## src/rtl/pipe_pkg.sv

```systemverilog
// Shared types for the pipeline-stage buffer: FSM state encoding, slot
// control bundle, and the IF/ID NOP encoding.
package pipe_pkg;

    typedef enum logic [1:0] {
        EMPTY = 2'd0,
        HALF  = 2'd1,
        FULL  = 2'd2
    } pipe_state_t;

    typedef struct packed {
        logic load;
        logic clear;
    } slot_ctl_t;

    localparam logic [31:0] NOP_INST = 32'h0;

endpackage

```

## src/rtl/pipe_slot.sv

```systemverilog
// One DATA_W storage slot. Clear takes priority over load, and reset forces
// the slot to CLR_V.
module pipe_slot
    import pipe_pkg::*;
#(
    parameter int                 DATA_W = 64,
    parameter logic [DATA_W-1:0]  CLR_V  = '0
) (
    input  logic              clk_i,
    input  logic              rst_i,
    input  slot_ctl_t         ctl,
    input  logic [DATA_W-1:0] din,
    output logic [DATA_W-1:0] value
);

    always_ff @(posedge clk_i) begin
        if (!rst_i || ctl.clear)
            value <= CLR_V;
        else if (ctl.load)
            value <= din;
    end

endmodule

```

## src/rtl/pipe_stage_buf.sv

```systemverilog
// Generic pipeline-stage register with a 2-entry skid buffer, flush and
// bubble output. Optional perf counters are enabled by PIPE_STAGE_PERF_EN.
module pipe_stage_buf
    import pipe_pkg::*;
#(
    parameter int                DATA_W   = 64,
    parameter logic [DATA_W-1:0] BUBBLE_V = '0
) (
    input  logic              clk_i,
    input  logic              rst_i,
    input  logic              flush_i,
    input  logic              in_valid_i,
    output logic              in_ready_o,
    input  logic [DATA_W-1:0] in_data_i,
    output logic              out_valid_o,
    input  logic              out_ready_i,
    output logic [DATA_W-1:0] out_data_o,
    output logic [1:0]        occ_o
`ifdef PIPE_STAGE_PERF_EN
    ,
    output logic [31:0]       stall_cnt_o,
    output logic [31:0]       flush_cnt_o
`endif
);

    pipe_state_t       state, nxt_state;
    slot_ctl_t         main_ctl, skid_ctl;
    logic [DATA_W-1:0] main_din, main_q, skid_q;
    logic              acc, pop;

    assign acc = in_valid_i & in_ready_o;
    assign pop = out_valid_o & out_ready_i;

    always_comb begin
        nxt_state = state;
        main_ctl  = '0;
        skid_ctl  = '0;
        main_din  = in_data_i;
        if (flush_i) begin
            // wrong-path entries die; any concurrent acc is dropped too
            nxt_state      = EMPTY;
            main_ctl.clear = 1'b1;
            skid_ctl.clear = 1'b1;
        end else begin
            case (state)
                EMPTY: if (acc) begin
                    nxt_state     = HALF;
                    main_ctl.load = 1'b1;
                end
                HALF: begin
                    if (acc && !pop) begin
                        nxt_state     = FULL;
                        skid_ctl.load = 1'b1;
                    end else if (acc && pop) begin
                        main_ctl.load = 1'b1;
                    end else if (pop) begin
                        nxt_state      = EMPTY;
                        main_ctl.clear = 1'b1;
                    end
                end
                FULL: if (pop) begin
                    nxt_state      = HALF;
                    main_ctl.load  = 1'b1;
                    main_din       = skid_q;
                    skid_ctl.clear = 1'b1;
                end
                default: nxt_state = EMPTY;
            endcase
        end
    end

    always_ff @(posedge clk_i) begin
        if (!rst_i) begin
            state       <= EMPTY;
            out_valid_o <= 1'b0;
            in_ready_o  <= 1'b1;
            occ_o       <= 2'd0;
        end else begin
            state       <= nxt_state;
            out_valid_o <= (nxt_state != EMPTY);
            in_ready_o  <= (nxt_state != FULL);
            occ_o       <= nxt_state;
        end
    end

    pipe_slot #(.DATA_W(DATA_W), .CLR_V(BUBBLE_V)) u_main (
        .clk_i (clk_i),
        .rst_i (rst_i),
        .ctl   (main_ctl),
        .din   (main_din),
        .value (main_q)
    );

    pipe_slot #(.DATA_W(DATA_W), .CLR_V(BUBBLE_V)) u_skid (
        .clk_i (clk_i),
        .rst_i (rst_i),
        .ctl   (skid_ctl),
        .din   (in_data_i),
        .value (skid_q)
    );

    // main is cleared whenever the stage empties, so it already reads BUBBLE_V
    assign out_data_o = main_q;

`ifdef PIPE_STAGE_PERF_EN
    always_ff @(posedge clk_i) begin
        if (!rst_i) begin
            stall_cnt_o <= '0;
            flush_cnt_o <= '0;
        end else begin
            if (out_valid_o && !out_ready_i)
                stall_cnt_o <= stall_cnt_o + 32'd1;
            if (flush_i && occ_o != 2'd0)
                flush_cnt_o <= flush_cnt_o + 32'd1;
        end
    end
`endif

endmodule

```

## config.mk

```make
export PLATFORM = sky130hd
export DESIGN_NAME = pipe_stage_buf
export DESIGN_NICKNAME = d
export VERILOG_FILES = /design/src/rtl/pipe_pkg.sv /design/src/rtl/pipe_slot.sv /design/src/rtl/pipe_stage_buf.sv
export SDC_FILE = /design/constraint.sdc
export NUM_CORES = 1
export LEC_CHECK = 0
export CAP_MARGIN = 25
export CORE_ASPECT_RATIO = 0.8
export CORE_UTILIZATION = 30
export DETAILED_ROUTE_END_ITERATION = 12
export GPL_ROUTABILITY_DRIVEN = 1
export SYNTH_ARGS = -nofsm -noshare
export SYNTH_HDL_FRONTEND = slang
export SYNTH_SLANG_ARGS = --single-unit
export TNS_END_PERCENT = 100
```

## constraint.sdc

```tcl
create_clock -name clk_i -period 4.6 [get_ports clk_i]
set_input_delay 1.38 -clock clk_i [delete_from_list [all_inputs] [get_ports clk_i]]
set_output_delay 1.38 -clock clk_i [all_outputs]
set_load 0.02 [all_outputs]
```

==> impl_results.md, run 1 <==
* Post-synthesis simple-gate area fraction at 0.1606
* Global route overflow at 0
* Drt via density at roughly 4.8
* Routed vias at approximately 4500
* PD cells at roughly 370 nW/um2
* Failing checks: design-rule violations
* Placed insts at roughly 900
* Area contributors post-synth: dfxtp_1 49%, mux2i_1 12%, nand2_1 9.1%
* Power, Total at between 2000 and 3000 uW
* RePlAce Congestion at between 0.8 and 0.9
* Full die area at around 19000 um2
* Reg clk slew, reported paths at 0.05 ns
* Worst rel slew slack at 0.4379
* Largest net degree at the start of global routing at 65
* Share of cells above drive strength 1 at 0.08599
* RR Startpoint: state[1]
* Pre-Repair DR Iteration Count at 10
* Non-Filler Instances at between 900 and 1000
* Post-synthesis sequential area ratio at 0.4880
* CP Data Required Time at 4.86 ns
* Syn avg cell area at between 9 and 10 um2
* Synthesized area at 5415 um2
* Crit path DAT at approximately 3.6 ns
* Most common cell after layout, fill and taps aside: clkdlybuf4s50_1
* H-tree depth at 4
* M1 GR Usage at 0.2031
* Post-synthesis net count at 661
* Crit-path slowest cell: or4_2
* Nets at 779
* Setup tns final at 0 ns
* Inserted Clock Buffers at 17
* Die height at between 100 and 150 um
* Cells after Synth at roughly 590
* Fmax achieved at about 300 MHz
* Fin crit share at 0.7347
* Ant diodes at 0
* Max-slew violation count at 0
* Core area at between 15000 and 20000 um2
* # setup viols final at 0
* Crit path max fanout at 33
* CTS sink cnt at roughly 130
* Synth warnings at 0
* Drt initial violations at 225
* FILL cells at 1690
* Crit Path Category: in -> reg
* Compound-cell area share of the yosys netlist at 0.1719
* Post-Synth XOR/XNOR Area at 0
* Synthesis-to-layout area growth at 36.83%
* Max_cap viols at 0
* Met2 Track Usage GR at 0.2373
* Aggregate global-route resource usage at 0.1547
* Static leakage at between 0.002 and 0.0025 uW
* CTS Root Cell: clkbuf_16
* Startpoint Class: input pin
* HP Start: u_skid.value[11]
* Outcome: finished with violations
* Number of I/O pins at 137
* Die W at roughly 150 um
* Peak VDD IR at roughly 200 uV
* Largest area contributor in the netlist: dfxtp_1
* Yosys reg bits at around 130
* Clk_skew at 0.006995 ns
* Distinct cells, synth at 28
* Adder-cell area share of the yosys netlist at 0
* First-pass GRT wire length at roughly 23000 um
* Post-CTS Setup Bufs at 0
* Maximum root-to-sink buffer count at 2
* Final Critical Period at about 3.4 ns
* RSZ-0062 raised after global routing: no
* Residual DRC at 10
* Final WL at between 10000 and 15000 um
* # hold bufs at CTS at 0
* Crit-path cells: clkdlybuf4s50_1, or4_2, buf_16, nand2_1, a21oi_1
* Multi-input gate area at roughly 2500 um2
* Number of global-route vias before repair at approximately 4400
* Max incr delay on CP at roughly 1.1 ns
* Port bufs at 136
* Yosys top cell area share at 0.4880
* CP startpoint: flush_i
* Hold WC Path Type: reg -> reg
* Commonest cells after routing, fill and taps aside: 136 x clkdlybuf4s50_1, 132 x dfxtp_1, 131 x nand2_1
* Number of gates resized after cts at 0
* Register area at 2643 um2
* Largest family of logic cells by synthesized area: compound AO/OA/AOI/OAI gates
* Post-synthesis mux area share at 0.1201
* Row Count at 43
* Slew @ Worst Pin at ~0.84 ns
* Initial Util at 0.3097
* Detailed-route wire length per cell at between 10 and 15 um
* Busiest grt layer: met2
* Worst setup margin at ~1.2 ns
* CTS tree: done
* Antenna viol nets, final at 0
* Post-place setup slack at around 0.77 ns
* Crit end category: register
* Initial antenna violation count at 0
* Worst-skew pair later-pin latency at roughly 0.42 ns
* Met3 usage at 0.05052
* Final hold vios at 0
* Final HPWL DP at 9043 um
[worst paths after layout]
path	cells after the start	slack, ns	end
worst min-delay path	2	0.45	u_skid.value[11]
worst max register to register	6	2.24	u_main.value[45]
worst min register to register	2	0.45	u_skid.value[11]
worst max-delay path	5	1.22	u_skid.value[28]
[synth_stat cells (all sizes together)]
library cell / n
a211oi: 64
a21bo: 1
a21o: 1
a21oi: 67
buf: 34
clkbuf: 13
dfxtp: 132
inv: 1
mux2i: 65
nand2: 132
nand2b: 1
nand3: 1
nand3b: 1
nand4: 1
nand4b: 1
nor2: 68
nor2b: 2
nor4: 1
o21a: 1
o21ai: 1
o221ai: 1
or2: 2
or4: 1
[logic make-up (layout without fill, tap and decap cells)]
logic type             after synthesis  in the layout
AOI/OAI and AO/OA                  136            136
buffers and inverters               48            177
DFF                                132            132
muxes                               65             65
and+or+nand+nor                    211            211
[layout make-up]
cell class | count | share of cell area
clock inverters | 5 | 0.007092
inverters | 1 | 0.0005066
flip-flops and latches | 132 | 0.3566
repair buffers | 146 | 0.1982
multi-input cells | 412 | 0.3354
clock buffers | 25 | 0.06417
well taps | 225 | 0.03799
[power by group]
part	switching, uW	leakage [uW]	total [uW]	internal (uW)
logic	168	0.00108	318	150
clock network	466	0.000257	1230	762
registers	20.7	0.00107	1200	1180
total	655	0.00241	2750	2090
[metal layers]
| layer | share of wire | vias up |
|---|---|---|
| met2 | 0.44 | 110 |
| met4 | 0.011 | 0 |
| li1 | - | 2271 |
| met3 | 0.061 | 14 |
| met1 | 0.49 | 2099 |
| met5 | 0 | - |
[stage by stage]
step	util	hold WS (ns)	area (um2)
floorplan	-	0.4360	5415
global placement	0.3920	0.4412	6854
detailed placement	0.3936	0.4463	6882
CTS	0.4238	0.4535	7410
global route	0.4238	0.4731	7410
finish	0.4238	0.4527	7410
[sequential cells by signal, indices dropped and copies added (netlist names)]
name and count:
u_main.value 64, state 2, u_skid.value 64, out_valid_o 1
in_ready_o 1
[critical path: cells and delay by family]
family | cells | cell delay, ns
AND/OR/NAND/NOR | 2 | 1.21
buffers and inverters | 2 | 0.96
AO/OA/AOI/OAI | 1 | 0.07
Power figures use the tool's default switching activity.
==> run 2, diff against run 1 <==
- clock period: 4.6 -> 2.96 ns (I/O delays scaled with it)
==> run 2 against run 1 <==
Net effect:
- the run still ends with design-rule violations left
- largest cell class unchanged
- critical path depth fell by 4
- power is 63% higher
- worst setup slack worse by 0.94 ns
==> impl_results.md, run 2 (synthesized netlist as in run 1, its figures left out) <==
* Crit-path cells: clkdlybuf4s50_1
* PD cells at 593.6 nW/um2
* Max_cap viols at 0
* Initial Util at 0.3097
* Residual DRC at 10
* Aggregate global-route resource usage at 0.1518
* Drt initial violations at approximately 230
* Hold WC Path Type: reg -> reg
* Outcome: finished with violations
* Final HPWL DP at a little over 9000 um
* R2R cell count at 5
* Max incr delay on CP at a little over 0.7 ns
* Port bufs at between 100 and 150
* Crit end category: output port
* # setup viols final at 0
* Final hold vios at 0
* Setup crit end: occ_o[1]
* Share of cells above drive strength 1 at 0.1029
* Initial antenna violation count at 0
* Die W at ~150 um
* DR WL met3 at 853 um
* Worst rel slew slack at 0.5769
* Crit path max fanout at 12
* Fin crit share at 0.9038
* Inserted Clock Buffers at 17
* Routed vias at 4515
* Number of gates resized after cts at 0
* Post-CTS Setup Bufs at 0
* Startpoint Class: register
* Final WL at roughly 14000 um
* Antenna viol nets, final at 0
* RSZ-0062 raised after global routing: no
* Biggest regs: u_main.value: 64 flops, u_skid.value: 64 flops, state: 2 flops
* Failing checks: design-rule violations
* Global route overflow at 0
* Nets at slightly below 800
* Core area at ~17000 um2
* Critical path buffer and inverter count at 1
* R2R setup slack at just under 1 ns
* CP Data Required Time at 2.07 ns
* Full die area at 18600 um2
* Fmax achieved at ~370 MHz
* Max Used Layer: met4
* Crit Path Category: reg -> out
* Row Count at 43
* Met2 WL at 6134 um
* CP Depth at 1
* RePlAce Congestion at between 0.7 and 0.8
* CTS tree: done
* First-pass GRT wire length at between 20000 and 25000 um
* Synthesis-to-layout area growth at 39.00%
* FF-to-FF End: u_skid.value[56]
* Most common cell after layout, fill and taps aside: clkdlybuf4s50_1
* Crit-path slowest cell: clkdlybuf4s50_1
* Drt via density at between 4 and 5
* CTS sink cnt at around 130
* Family with the most delay on the worst path: buffers and inverters
* Crit path DAT at 1.79 ns
* Static leakage at ~0.0025 uW
* Number of global-route vias before repair at about 4400
* Slew @ Worst Pin at ~0.63 ns
* DRT met1 WL at 6599 um
* Maximum root-to-sink buffer count at 2
* Worst-skew pair later-pin latency at around 0.41 ns
* Pre-Repair DR Iteration Count at 9
* CTS Root Cell: clkbuf_16
* Clk_skew at between 0.006 and 0.007 ns
* Peak VDD IR at around 340 uV
* Reg clk slew, reported paths at roughly 0.06 ns
* Final Critical Period at approximately 2.7 ns
* Power, Total at approximately 4500 uW
* Ant diodes at 0
* CP startpoint: state[1]
* Setup tns final at 0 ns
* Commonest cells after routing, fill and taps aside: 136 x clkdlybuf4s50_1, 132 x dfxtp_1, 131 x nand2_1
* Detailed-route wire length per cell at 14.36 um
* Largest net degree at the start of global routing at 56
* FILL cells at 1688
* Die height at roughly 120 um
* Max-slew violation count at 0
* Number of I/O pins at between 100 and 150
* H-tree depth at 4
* RR Startpoint: state[0]
* # hold bufs at CTS at 0
[run 2: cell count changes in the layout (fill, tap and decap cells not counted), sizes merged]
cell,delta
inv,+2
clkinvlp,+1
clkbuf,-4
buf,+6
clkinv,+2
bufinv,+1
[run 2: final cells by class]
type,count,area [um2],area share
clock buffer,21,470.5,0.06250
sequential,132,2643,0.3511
inverter,1,3.754,0.0004987
clock inverter,11,125.1,0.01662
multi-input combinational,412,2485,0.3301
tap,225,281.5,0.03740
timing repair buffer,152,1519,0.2018
[run 2: per-stage QoR]
| stage | area [um2] | utilization | worst slack [ns] | hold WS (ns) | instances |
|---|---|---|---|---|---|
| final | 7527 | 0.4305 | 0.2846 | 0.4513 | 954 |
| after global routing | 7527 | 0.4305 | 0.2084 | 0.4749 | 954 |
| after CTS | 7527 | 0.4305 | 0.2583 | 0.4550 | 954 |
| after floorplan | 5415 | - | 0.8002 | 0.4360 | 592 |
| after global placement | 6932 | 0.3964 | 0.1046 | 0.4407 | 922 |
| after detailed placement | 6932 | 0.3964 | 0.06179 | 0.4476 | 922 |
[run 2: worst min-delay path by stage]
stage                      from               end  slack, ns  depth (start not counted)
2_1_floorplan   u_skid.value[0]   u_skid.value[0]       0.44                          2
3_3_place_gp   u_skid.value[20]  u_skid.value[20]       0.44                          2
3_5_place_dp    u_skid.value[6]   u_skid.value[6]       0.45                          2
4_1_cts         u_skid.value[6]   u_skid.value[6]       0.46                          2
5_1_grt        u_skid.value[29]  u_skid.value[29]       0.47                          2
6_report        u_skid.value[6]   u_skid.value[6]       0.45                          2
[run 2: metal layers]
metal	up-vias	track usage
met5	-	0
met4	0	0.04209
met3	9	0.04874
met2	122	0.2379
met1	2093	0.2001
li1	2291	-
[run 2: report_power, final]
group / total, uW / internal, uW / switching (uW)
sequential: 1860 / 1830 / 31.7
combinational: 505 / 242 / 263
clock: 2100 / 1310 / 790
==> run 3, diff against run 2 <==
- SKIP_CTS_REPAIR_TIMING: unset -> 1
==> results of run 3 <==
No change in the layout: final DEF, timing and power equal those of run 2.
